==> src/rtl/rv32_pkg.sv <==
// Shared definitions for the data-memory controller: FSM encoding and wait-limit defaults.
package rv32_pkg;

  typedef enum logic [1:0] {
    IDLE   = 2'd0,
    REQ    = 2'd1,
    WAIT_R = 2'd2,
    DONE   = 2'd3
  } dmem_state_e;

  localparam int unsigned DMEM_TIMEOUT = 16;
  localparam int unsigned CNT_W        = 8;

endpackage

==> src/rtl/wait_cntr.sv <==
// Bus wait counter: counts cycles since the last clear and flags the cycle
// in which the count reaches the configured limit.
module wait_cntr
  import rv32_pkg::*;
(
  input  logic             clk_i,
  input  logic             rst_i,
  input  logic             clr_i,
  input  logic             en_i,
  input  logic [CNT_W-1:0] limit_i,
  output logic             expired_o
);

  logic [CNT_W-1:0] cnt_q;

  always_ff @(posedge clk_i or negedge rst_i) begin
    if (!rst_i) begin
      cnt_q <= '0;
    end else if (clr_i) begin
      cnt_q <= '0;
    end else if (en_i) begin
      cnt_q <= cnt_q + CNT_W'(1);
    end
  end

  // Expired marks the limit-th enabled cycle, so the owner can still act in it.
  assign expired_o = en_i && (cnt_q == (limit_i - CNT_W'(1)));

endmodule

==> src/rtl/dmem_ctrl.sv <==
// Data-memory controller: turns core load/store levels into a req/gnt/rvalid
// bus handshake, stalling the core until the access completes or aborts.
module dmem_ctrl
  import rv32_pkg::*;
#(
  parameter int unsigned WIDTH   = 32,
  parameter int unsigned TIMEOUT = DMEM_TIMEOUT
) (
  input  logic             clk_i,
  input  logic             rst_i,
  input  logic             cpu_re_i,
  input  logic             cpu_we_i,
  input  logic [WIDTH-1:0] cpu_addr_i,
  input  logic [WIDTH-1:0] cpu_wdata_i,
  output logic [WIDTH-1:0] cpu_rdata_o,
  output logic             stall_o,
  output logic             err_o,
  output logic             mem_req_o,
  output logic             mem_we_o,
  output logic [WIDTH-1:0] mem_addr_o,
  output logic [WIDTH-1:0] mem_wdata_o,
  input  logic             mem_gnt_i,
  input  logic             mem_rvalid_i,
  input  logic [WIDTH-1:0] mem_rdata_i
);

  dmem_state_e      state_q;
  logic [WIDTH-1:0] rdata_q;
  logic             err_q;

  logic access;
  logic isStore;
  logic aligned;
  logic cntClr;
  logic cntEn;
  logic cntExpired;

  assign access  = cpu_re_i | cpu_we_i;
  assign isStore = cpu_we_i;
  assign aligned = (cpu_addr_i[1:0] == 2'b00);

  // Request and stall are gated by reset so the core is released the instant reset asserts.
  assign mem_req_o   = rst_i && (((state_q == IDLE) && access && aligned) || (state_q == REQ));
  assign mem_we_o    = mem_req_o && isStore;
  assign mem_addr_o  = {cpu_addr_i[WIDTH-1:2], 2'b00};
  assign mem_wdata_o = cpu_wdata_i;
  assign stall_o     = rst_i && (((state_q == IDLE) && access) ||
                                 (state_q == REQ) || (state_q == WAIT_R));
  assign err_o       = err_q;
  assign cpu_rdata_o = rdata_q;

  assign cntClr = (state_q == IDLE) || ((state_q == REQ) && mem_gnt_i);
  assign cntEn  = (state_q == REQ) || (state_q == WAIT_R);

  wait_cntr u_waitCntr (
    .clk_i    (clk_i),
    .rst_i    (rst_i),
    .clr_i    (cntClr),
    .en_i     (cntEn),
    .limit_i  (CNT_W'(TIMEOUT)),
    .expired_o(cntExpired)
  );

  always_ff @(posedge clk_i or negedge rst_i) begin
    if (!rst_i) begin
      state_q <= IDLE;
      rdata_q <= '0;
      err_q   <= 1'b0;
    end else begin
      err_q <= 1'b0;
      case (state_q)
        IDLE: begin
          if (access) begin
            if (!aligned) begin
              err_q   <= 1'b1;
              rdata_q <= '0;
              state_q <= DONE;
            end else if (mem_gnt_i) begin
              state_q <= isStore ? DONE : WAIT_R;
            end else begin
              state_q <= REQ;
            end
          end
        end
        // A grant arriving in the expiry cycle still wins over the abort.
        REQ: begin
          if (mem_gnt_i) begin
            state_q <= isStore ? DONE : WAIT_R;
          end else if (cntExpired) begin
            err_q   <= 1'b1;
            rdata_q <= '0;
            state_q <= DONE;
          end
        end
        WAIT_R: begin
          if (mem_rvalid_i) begin
            rdata_q <= mem_rdata_i;
            state_q <= DONE;
          end else if (cntExpired) begin
            err_q   <= 1'b1;
            rdata_q <= '0;
            state_q <= DONE;
          end
        end
        DONE:    state_q <= IDLE;
        default: state_q <= IDLE;
      endcase
    end
  end

endmodule
==> config.mk <==
export PLATFORM = sky130hd
export DESIGN_NAME = dmem_ctrl
export DESIGN_NICKNAME = d
export VERILOG_FILES = /design/src/rtl/rv32_pkg.sv /design/src/rtl/wait_cntr.sv /design/src/rtl/dmem_ctrl.sv
export SDC_FILE = /design/constraint.sdc
export NUM_CORES = 1
export LEC_CHECK = 0
export ABC_AREA = 0
export BUFFER_PORTS_ARGS = -buffer_cell sky130_fd_sc_hd__buf_2
export CORE_MARGIN = 3
export CORE_UTILIZATION = 36
export DETAILED_ROUTE_END_ITERATION = 7
export MAX_ROUTING_LAYER = met4
export PLACE_DENSITY = 0.8
export SLEW_MARGIN = 20
export SYNTH_ARGS = -nofsm -noshare
export SYNTH_HDL_FRONTEND = slang
export SYNTH_HIERARCHICAL = 1
export SYNTH_SLANG_ARGS = --single-unit
==> constraint.sdc <==
create_clock -name clk_i -period 2.5 [get_ports clk_i]
set_input_delay 0.125 -clock clk_i [delete_from_list [all_inputs] [get_ports clk_i]]
set_output_delay 0.125 -clock clk_i [all_outputs]
set_load 0.005 [all_outputs]
==> results of run 1 <==
-- area by class of cell --
cell class / instances / area share
Timing Repair Buffer: 84 / 0.1607
Clock inverter: 2 / 0.004390
Clock buffer: 6 / 0.02546
Sequential cell: 43 / 0.3775
Inverter: 5 / 0.006585
Tap cell: 96 / 0.04214
Multi-Input combinational cell: 160 / 0.3832
-- registers in the layout, summed over array words and instances (netlist names) --
register / cells
cpu_rdata_o: 32
err_o: 1
state_q: 2
u_waitCntr/cnt_q: 8
-- cell families (layout without fill, tap and decap cells) --
group                    count (synthesis)  after routing  share of synthesized area
AO/OA/AOI/OAI                           56             56                     0.1681
XOR/XNOR                                15             15                    0.05014
adder cells (fa/ha/maj)                  7              7                    0.03343
buffers and inverters                   80             97                     0.2192
flip-flops                              43             43                     0.4107
multiplexers                             1              1                   0.003821
other                                    2             28                   0.002866
AND/OR/NAND/NOR                         53             53                     0.1117
-- power by group --
part	switching (mW)	total (mW)	internal, mW	leakage (nW)
combinational	0.774	1.48	0.702	0.875
sequential	0.171	1.12	0.945	0.587
clock	0.231	0.427	0.195	0.0412
-- synth_stat cells, types with 3 or more instances --
| cell | n | area share |
|---|---|---|
| o21ai_0 | 5 | 0.0095 |
| xnor2_1 | 7 | 0.023 |
| ha_1 | 7 | 0.033 |
| buf_6 | 3 | 0.013 |
| nor2b_1 | 4 | 0.0095 |
| nor2_1 | 18 | 0.026 |
| a21oi_1 | 9 | 0.017 |
| dfrtp_1 | 43 | 0.41 |
| inv_1 | 5 | 0.0072 |
| xor2_1 | 8 | 0.027 |
| nand4_1 | 4 | 0.0095 |
| nand2_1 | 9 | 0.013 |
| buf_2 | 5 | 0.0095 |
| buf_4 | 65 | 0.19 |
| a22o_1 | 32 | 0.11 |
-- worst paths after layout --
kind / startpoint / to / slack (ns)
min in group asynchronous: rst_i / state_q[0] / 0.19
max in group asynchronous: rst_i / cpu_rdata_o[15] / 1.59
hold / removal: mem_rdata_i[29] / cpu_rdata_o[29] / 0.06
hold reg to reg: cpu_rdata_o[5] / cpu_rdata_o[5] / 0.50
setup reg to reg: state_q[0] / cpu_rdata_o[10] / 0.13
setup / recovery: state_q[0] / cpu_rdata_o[10] / 0.13
-- stage by stage --
step                      cells  setup slack (ns)
after floorplan             283           0.07984
after global placement      387            0.1988
after detailed placement    387            0.1150
after CTS                   396           0.09055
after global routing        396          0.002109
final                       396            0.1252
-- routing by layer --
metal  vias up  wire length (um)  track usage
met5         -                 0            -
met4         0                51      0.03141
met3        10               421      0.04971
met2        72              2618       0.2072
met1       888              2368       0.1598
li1        886                 -            -
-- repair_timing --
item                                   in CTS  in global routing
buffers inserted                            0                  0
setup endpoints to repair                   0                 32
hold buffers                                1                  0
gates resized for setup                     0                  2
endpoints found under the hold margin       4                  0
-- worst register-to-register path, delay by kind of cell (launching register included) --
family / cells / cell delay (ns)
compound gates: 3 / 0.58
simple gates: 3 / 0.64
flops: 1 / 0.41
buf+inv: 2 / 0.29
fa+ha+maj: 1 / 0.32
==> qor.yml, run 1 <==
ant_nets: 0
grt_antenna_before_repair: 0
wl_mm: 5.460
start_util: 0.3793
path_clk_slew_ns: 0.08
tritoncts: "yes"
synth-seq-cells: 43
cts_buffer_depth: 2
grt_max_degree: 40
wl_per_cell_um: 13.79
drc_errors: 0
cp_slowest_cell: "or3b_1"
synth_ff_type: "dfrtp_1"
rr_worst_depth: 9
clock_latency_ns: 0.29
power.leakage_nw: 1.503
fin_crit_sh: 0.9499
die_w_um: 91.31
cts_inserted_buffers: 5
die_area_sq_um: 8338
coreArea_sq_um: 6907
htree_levels: 2
worst_slew_pin_slew_ns: 0.6004
n_fill_cell: 694
final_cell_mix: "buf_2 (75), dfrtp_1 (43), a22o_1 (32), conb_1 (28), nor2_1 (18)"
crit_family: "simple AND/OR/NAND/NOR gates"
hold_viol_final: 0
vias: 1856
netlist_area_sq_um: 2620
drv_cap: 0
min_path_type: "in -> reg"
cp.required_ns: 2.67
avgSynthCellArea_sq_um: 10.19
fmax_mhz: 421.1
vdd_drop_max_v: 0.0005365
slowest_delay_ns: 0.42
cp_num_buf_inv: 2
grt_overflow: 0
placement.io_buffers: 75
antenna_cells: 0
status: "finished, final reports clean"
hpwl_mm: 4.081
gp_congestion: 0.8520
die_h_um: 91.31
cp-end-kind: "flop"
setup_viol_count_final: 0
setup_tns_ns: 0
worstPathMaxFanout: 8
hold-path-cell-count: 2
clock_skew_ns: 0.006503
drtPass1Iterations: 5
ff_latch_area_sq_um: 1076
timing.hold.ws_ns: 0.05724
yosysSeqAreaShare: 0.4107
finalPower_mw: 3.018
cts.sinks: 43
critPathArrivalTime_ns: 2.55
path_class: "reg -> reg"
finalMaxSlewViolations: 0
synth_cell_types: 42
postLayoutCellArea_sq_um: 2850
rows: 30
drive_gt1_frac: 0.3233
cp.depth: 9
multi_input_area_sq_um: 1092
vias_per_cell: 4.687
critPathLaunchType: "flop"
path_cells: "inv_1, ha_1, nand4_1, a2111oi_4, nor2b_1, o21ai_0, or3b_1, buf_4, a22o_1"
synth_edf_count: 0
grt_pass1_wl_mm: 8.880
relSlewSlack: 0.5967
postPlaceCellArea_sq_um: 2736
io_pins: 202
clockRootBuffer: "clkbuf_8"
yosys_warnings: 6
grt_usage: 0.1314
drt_iter0_drc: 97
final_common_cell: "buf_2"
synthCells: 257
period_needed_ns: 2.375
p_per_area_nw_per_um2: 1059
grt_pass1_vias: 1882
grt_setup_unrepaired: "no"
fin_util: 0.4127
async_reset_ff_frac: 1.000
area_growth_pct: 8.787
num-nets-final: 408
(Power assumes the default switching activity.)
==> inputs of run 2 (changes only) <==
--- a/config.mk
+++ b/config.mk
@@ -7,11 +7,10 @@
 export LEC_CHECK = 0
 export ABC_AREA = 0
 export BUFFER_PORTS_ARGS = -buffer_cell sky130_fd_sc_hd__buf_2
-export CORE_MARGIN = 3
-export CORE_UTILIZATION = 36
+export CORE_UTILIZATION = 43
 export DETAILED_ROUTE_END_ITERATION = 7
 export MAX_ROUTING_LAYER = met4
-export PLACE_DENSITY = 0.8
+export PLACE_DENSITY = 0.89
 export SLEW_MARGIN = 20
 export SYNTH_ARGS = -nofsm -noshare
 export SYNTH_HDL_FRONTEND = slang
==> constraint.sdc (replaced) <==
create_clock -name clk_i -period 3 [get_ports clk_i]
set_input_delay 0.15 -clock clk_i [delete_from_list [all_inputs] [get_ports clk_i]]
set_output_delay 0.15 -clock clk_i [all_outputs]
set_load 0.005 [all_outputs]
==> qor.yml, run 2 (synthesis gave the netlist of run 1 again) <==
status: "finished, final reports clean"  # unchanged
hpwl_mm: 3.909  # was 4.081 mm
cts_resized: 0  # unchanged
gp_congestion: 0.9290  # was 0.8520
cts_buffer_depth: 2  # unchanged
timing.hold.ws_ns: 0.05956  # was 0.05724 ns
setup_viol_count_final: 0  # unchanged
drv_cap: 0  # unchanged
grt_setup_unrepaired: "no"  # unchanged
path_clk_slew_ns: 0.08  # about the same
tritoncts: "yes"  # unchanged
power.leakage_nw: 1.485  # was 1.503 nW
final_cell_mix: "buf_2 (75), dfrtp_1 (43), a22o_1 (32), conb_1 (28), nor2_1 (18)"  # unchanged
fin_crit_sh: 0.8608  # was 0.9499
clock_skew_ns: 0.004320  # was 0.006503 ns
cp-end-kind: "flop"  # unchanged
antenna_cells: 0  # unchanged
coreArea_sq_um: 5886  # was 6907 sq um
start_util: 0.4452  # was 0.3793
p_sw_frac: 0.3968  # was 0.3895
cts_inserted_buffers: 5  # unchanged
clockRootBuffer: "clkbuf_8"  # unchanged
rows: 28  # was 30
critPathLaunchType: "flop"  # unchanged
hold_viol_final: 0  # unchanged
power.internal_mw: 1.485  # was 1.843 mW
die_area_sq_um: 6410  # was 8338 sq um
final_common_cell: "buf_2"  # unchanged
placement.io_buffers: 75  # unchanged
critPathArrivalTime_ns: 2.78  # was 2.55 ns
p_per_area_nw_per_um2: 884.9  # was 1059 nW/um^2
num-nets-final: 405  # was 408
pwr-share-seq: 0.378  # was 0.370
drtPass1Iterations: 5  # unchanged
fin_ws_ns: 0.4176  # was 0.1252 ns
fmax_mhz: 387.2  # was 421.1 MHz
rr_worst_depth: 9  # unchanged
htree_levels: 2  # unchanged
drive_gt1_frac: 0.3131  # was 0.3233
drc_errors: 0  # unchanged
largest_reg_flops: 32  # unchanged
grt_pass1_wl_mm: 8.369  # was 8.880 mm
vdd_drop_max_v: 0.0005632  # was 0.0005365 V
wl_mm: 5.306  # was 5.460 mm
p_switching_mw: 0.9770  # was 1.175 mW
io_pins: 202  # unchanged
min_path_type: "in -> reg"  # unchanged
grt_max_degree: 40  # unchanged
post_cts_buffers: 0  # unchanged
grt_overflow: 0  # unchanged
postLayoutCellArea_sq_um: 2783  # was 2850 sq um
period_needed_ns: 2.582  # was 2.375 ns
vias_per_cell: 5.118  # was 4.687
setup_tns_ns: 0  # unchanged
grt_pass1_vias: 1834  # was 1882
vias: 1904  # was 1856
clock_latency_ns: 0.31  # was 0.29 ns
p_clk_frac: 0.149  # was 0.141
grt_usage: 0.1766  # was 0.1314
die_h_um: 80.06  # was 91.31 um
worstPathMaxFanout: 26  # was 8
place_ws_ns: 0.4547  # was 0.1150 ns
hold-path-cell-count: 2  # unchanged
relSlewSlack: 0.5886  # was 0.5967
grt_antenna_before_repair: 0  # unchanged
wl_per_cell_um: 14.26  # was 13.79 um
finalMaxSlewViolations: 0  # unchanged
path_class: "reg -> reg"  # unchanged
die_w_um: 80.06  # was 91.31 um
worst_slew_pin_slew_ns: 0.6123  # was 0.6004 ns
power_frac_comb: 0.473  # was 0.489
ant_nets: 0  # unchanged
cp.required_ns: 3.20  # was 2.67 ns
cts_hold_buf: 1  # unchanged
area_growth_pct: 6.208  # was 8.787%
postPlaceCellArea_sq_um: 2688  # was 2736 sq um
cts.sinks: 43  # unchanged
drt_iter0_drc: 52  # was 97
==> run 2: stage by stage <==
step           cells    util  power, mW
2_1_floorplan    283       -      1.815
3_3_place_gp     363  0.4566      2.053
3_5_place_dp     363  0.4566      2.098
4_1_cts          372  0.4728      2.474
5_1_grt          372  0.4728      2.647
6_report         372  0.4728      2.462
==> run 2: final cells by class <==
class                           instances  area (sq um)
Fill cell                             533          3103
Sequential cell                        43          1076
Multi-Input combinational cell        160          1074
Timing Repair Buffer                   81         435.4
Tap cell                               75         93.84
Clock buffer                            6         72.57
Inverter                                5         18.77
Clock inverter                          2         12.51
==> run 2: worst paths after layout <==
kind | start | end | slack, ns
hold reg to reg | cpu_rdata_o[9] | cpu_rdata_o[9] | 0.50
setup / recovery | state_q[0] | cpu_rdata_o[16] | 0.42
setup reg to reg | state_q[0] | cpu_rdata_o[16] | 0.42
hold / removal | mem_rdata_i[19] | cpu_rdata_o[19] | 0.06
max in group asynchronous | rst_i | cpu_rdata_o[3] | 2.08
min in group asynchronous | rst_i | state_q[0] | 0.21
==> run 2: per-layer routing <==
metal | global-route usage | up-vias | routed length (um)
met1 | 0.1997 | 921 | 2114
li1 | - | 874 | -
met4 | 0.09286 | 0 | 162
met3 | 0.04432 | 28 | 352
met2 | 0.2889 | 81 | 2677
met5 | - | - | 0
==> run 2: power groups by stage <==
stage                     Clock [mW]  Combinational (mW)  Sequential, mW
after floorplan                    0               0.877           0.938
after global placement             0                1.12           0.933
after detailed placement           0                1.16           0.934
after CTS                      0.372                1.17           0.931
after global routing           0.392                1.29           0.962
final                          0.366                1.17           0.931
==> run 2: critical path: stages, from the launching register on <==
cell,delay (ns)
dfrtp_1,0.42
inv_1,0.10
ha_1,0.32
nand4_1,0.12
a2111oi_2,0.51
nor2b_1,0.09
o21ai_0,0.08
or3b_1,0.38
buf_4,0.23
a22o_1,0.21
==> inputs of run 3 (changes only) <==
--- a/config.mk
+++ b/config.mk
@@ -7,10 +7,12 @@
 export LEC_CHECK = 0
 export ABC_AREA = 0
 export BUFFER_PORTS_ARGS = -buffer_cell sky130_fd_sc_hd__buf_2
-export CORE_UTILIZATION = 43
+export CORE_UTILIZATION = 44
+export CTS_BUF_LIST = sky130_fd_sc_hd__clkbuf_4
 export DETAILED_ROUTE_END_ITERATION = 7
 export MAX_ROUTING_LAYER = met4
-export PLACE_DENSITY = 0.89
+export PLACE_DENSITY = 0.91
+export SKIP_CTS_REPAIR_TIMING = 1
 export SLEW_MARGIN = 20
 export SYNTH_ARGS = -nofsm -noshare
 export SYNTH_HDL_FRONTEND = slang
==> qor.yml, run 3 (synthesis gave the netlist of run 1 again) <==
coreArea_sq_um: 5608  # was 5886 sq um
die_area_sq_um: 6267  # was 6410 sq um
grt_overflow: 0  # unchanged
final_common_cell: "buf_2"  # unchanged
p_per_area_nw_per_um2: 810.7  # was 884.9 nW/um^2
path_class: "reg -> reg"  # unchanged
relSlewSlack: 0.6334  # was 0.5886
vias: 1944  # was 1904
drc_errors: 0  # unchanged
cp-end-kind: "flop"  # unchanged
die_h_um: 79.17  # was 80.06 um
fmax_mhz: 367.4  # was 387.2 MHz
clockRootBuffer: "clkbuf_4"  # was clkbuf_8
hpwl_mm: 3.782  # was 3.909 mm
largest_reg_flops: 32  # unchanged
grt_antenna_before_repair: 0  # unchanged
cts.sinks: 43  # unchanged
cts_buffer_depth: 2  # unchanged
finalMaxSlewViolations: 0  # unchanged
rows: 27  # was 28
clock_latency_ns: 0.37  # was 0.31 ns
critPathLaunchType: "flop"  # unchanged
antenna_cells: 0  # unchanged
drive_gt1_frac: 0.2943  # was 0.3131
wl_per_cell_um: 14.32  # was 14.26 um
tritoncts: "yes"  # unchanged
slowest_delay_ns: 0.50  # was 0.51 ns
clock_skew_ns: 0.01334  # was 0.004320 ns
placement.io_buffers: 75  # unchanged
grt_pass1_wl_mm: 8.335  # was 8.369 mm
vias_per_cell: 5.010  # was 5.118
setup_tns_ns: 0  # unchanged
period_needed_ns: 2.722  # was 2.582 ns
start_util: 0.4672  # was 0.4452
worst_slew_pin_slew_ns: 0.5457  # was 0.6123 ns
grt_usage: 0.1789  # was 0.1766
power.leakage_nw: 1.550  # was 1.485 nW
final_cell_mix: "buf_2 (75), dfrtp_1 (43), a22o_1 (32), conb_1 (28), dlygate4sd3_1 (21)"  # was buf_2 (75), dfrtp_1 (43), a22o_1 (32), conb_1 (28), nor2_1 (18)
cts_inserted_buffers: 5  # unchanged
drtPass1Iterations: 4  # was 5
critPathArrivalTime_ns: 2.98  # was 2.78 ns
cp.required_ns: 3.26  # was 3.20 ns
grt_max_degree: 44  # was 40
die_w_um: 79.17  # was 80.06 um
setup_viol_count_final: 0  # unchanged
num-nets-final: 424  # was 405
vdd_drop_max_v: 0.0004986  # was 0.0005632 V
ant_nets: 0  # unchanged
status: "finished, final reports clean"  # unchanged
fin_crit_sh: 0.9073  # was 0.8608
worstPathMaxFanout: 24  # was 26
drv_cap: 0  # unchanged
path_clk_slew_ns: 0.14  # was 0.08 ns
cp_slowest_cell: "ha_1"  # was a2111oi_2
grt_setup_unrepaired: "no"  # unchanged
drt_iter0_drc: 83  # was 52
area_growth_pct: 12.37  # was 6.208%
min_path_type: "in -> reg"  # unchanged
n_fill_cell: 511  # was 533
gp_congestion: 0.8669  # was 0.9290
grt_pass1_vias: 1781  # was 1834
io_pins: 202  # unchanged
wl_mm: 5.555  # was 5.306 mm
path_cells: "inv_1, ha_1, nand4_1, a2111oi_2, nor2b_1, o21ai_0, or3b_1, buf_4, a22o_1"  # unchanged
hold_viol_final: 0  # unchanged
timing.hold.ws_ns: 0.008414  # was 0.05956 ns
htree_levels: 2  # unchanged
-- run 3: cell count changes in the layout (fill, tap and decap cells not counted) --
cell / before / now
clkbuf_8: 5 / 0
dlygate4sd3_1: 1 / 21
clkbuf_1: 1 / 0
buf_4: 4 / 3
clkinvlp_4: 1 / 2
clkbuf_4: 0 / 5
-- run 3: power by group --
group,internal (mW),switching [mW]
combinational,0.539,0.628
sequential,0.786,0.145
clock,0.0896,0.200
total,1.41,0.972
-- run 3: worst paths after layout --
check,from,cells after the start,end,slack [ns]
worst max register to register,state_q[0],9,cpu_rdata_o[7],0.28
worst max-delay path,state_q[0],9,cpu_rdata_o[7],0.28
min in group asynchronous,rst_i,3,cpu_rdata_o[20],0.45
worst min register to register,cpu_rdata_o[24],1,cpu_rdata_o[24],0.51
worst min-delay path,mem_rdata_i[2],2,cpu_rdata_o[2],0.008
max in group asynchronous,rst_i,3,cpu_rdata_o[28],2.17
-- run 3: stage by stage --
| step | area, sq um | cells | total power [mW] | setup slack [ns] | util |
|---|---|---|---|---|---|
| after floorplan | 2718 | 283 | 1.815 | 0.5798 | - |
| after CTS | 2734 | 367 | 2.380 | 0.2625 | 0.4875 |
| after global routing | 2944 | 388 | 2.591 | 0.03757 | 0.5250 |
| after detailed placement | 2676 | 359 | 2.081 | 0.2930 | 0.4772 |
| after global placement | 2676 | 359 | 2.044 | 0.4132 | 0.4772 |
| final | 2944 | 388 | 2.387 | 0.2780 | 0.5250 |
-- run 3: metal layers --
layer	part of all wire	global-route usage	up-vias
met3	0.063	0.05287	31
met4	0.045	0.1109	0
met5	0	-	-
met2	0.49	0.2776	88
li1	-	-	913
met1	0.40	0.2028	912
-- run 3: cell type report --
| cell class | count | area [sq um] | area share |
|---|---|---|---|
| Sequential cell | 43 | 1076 | 0.3655 |
| Multi-Input combinational cell | 160 | 1074 | 0.3646 |
| Timing Repair Buffer | 100 | 628.1 | 0.2133 |
| Tap cell | 72 | 90.09 | 0.03060 |
| Clock buffer | 5 | 37.54 | 0.01275 |
| Clock inverter | 3 | 20.02 | 0.006800 |
| Inverter | 5 | 18.77 | 0.006375 |
-- run 3: worst max-delay path, delay by kind of cell, from the launching register on --
| family | cells | cell delay (ns) |
|---|---|---|
| compound gates | 3 | 0.71 |
| flops | 1 | 0.43 |
| buf+inv | 2 | 0.33 |
| simple gates | 3 | 0.62 |
| fa+ha+maj | 1 | 0.50 |
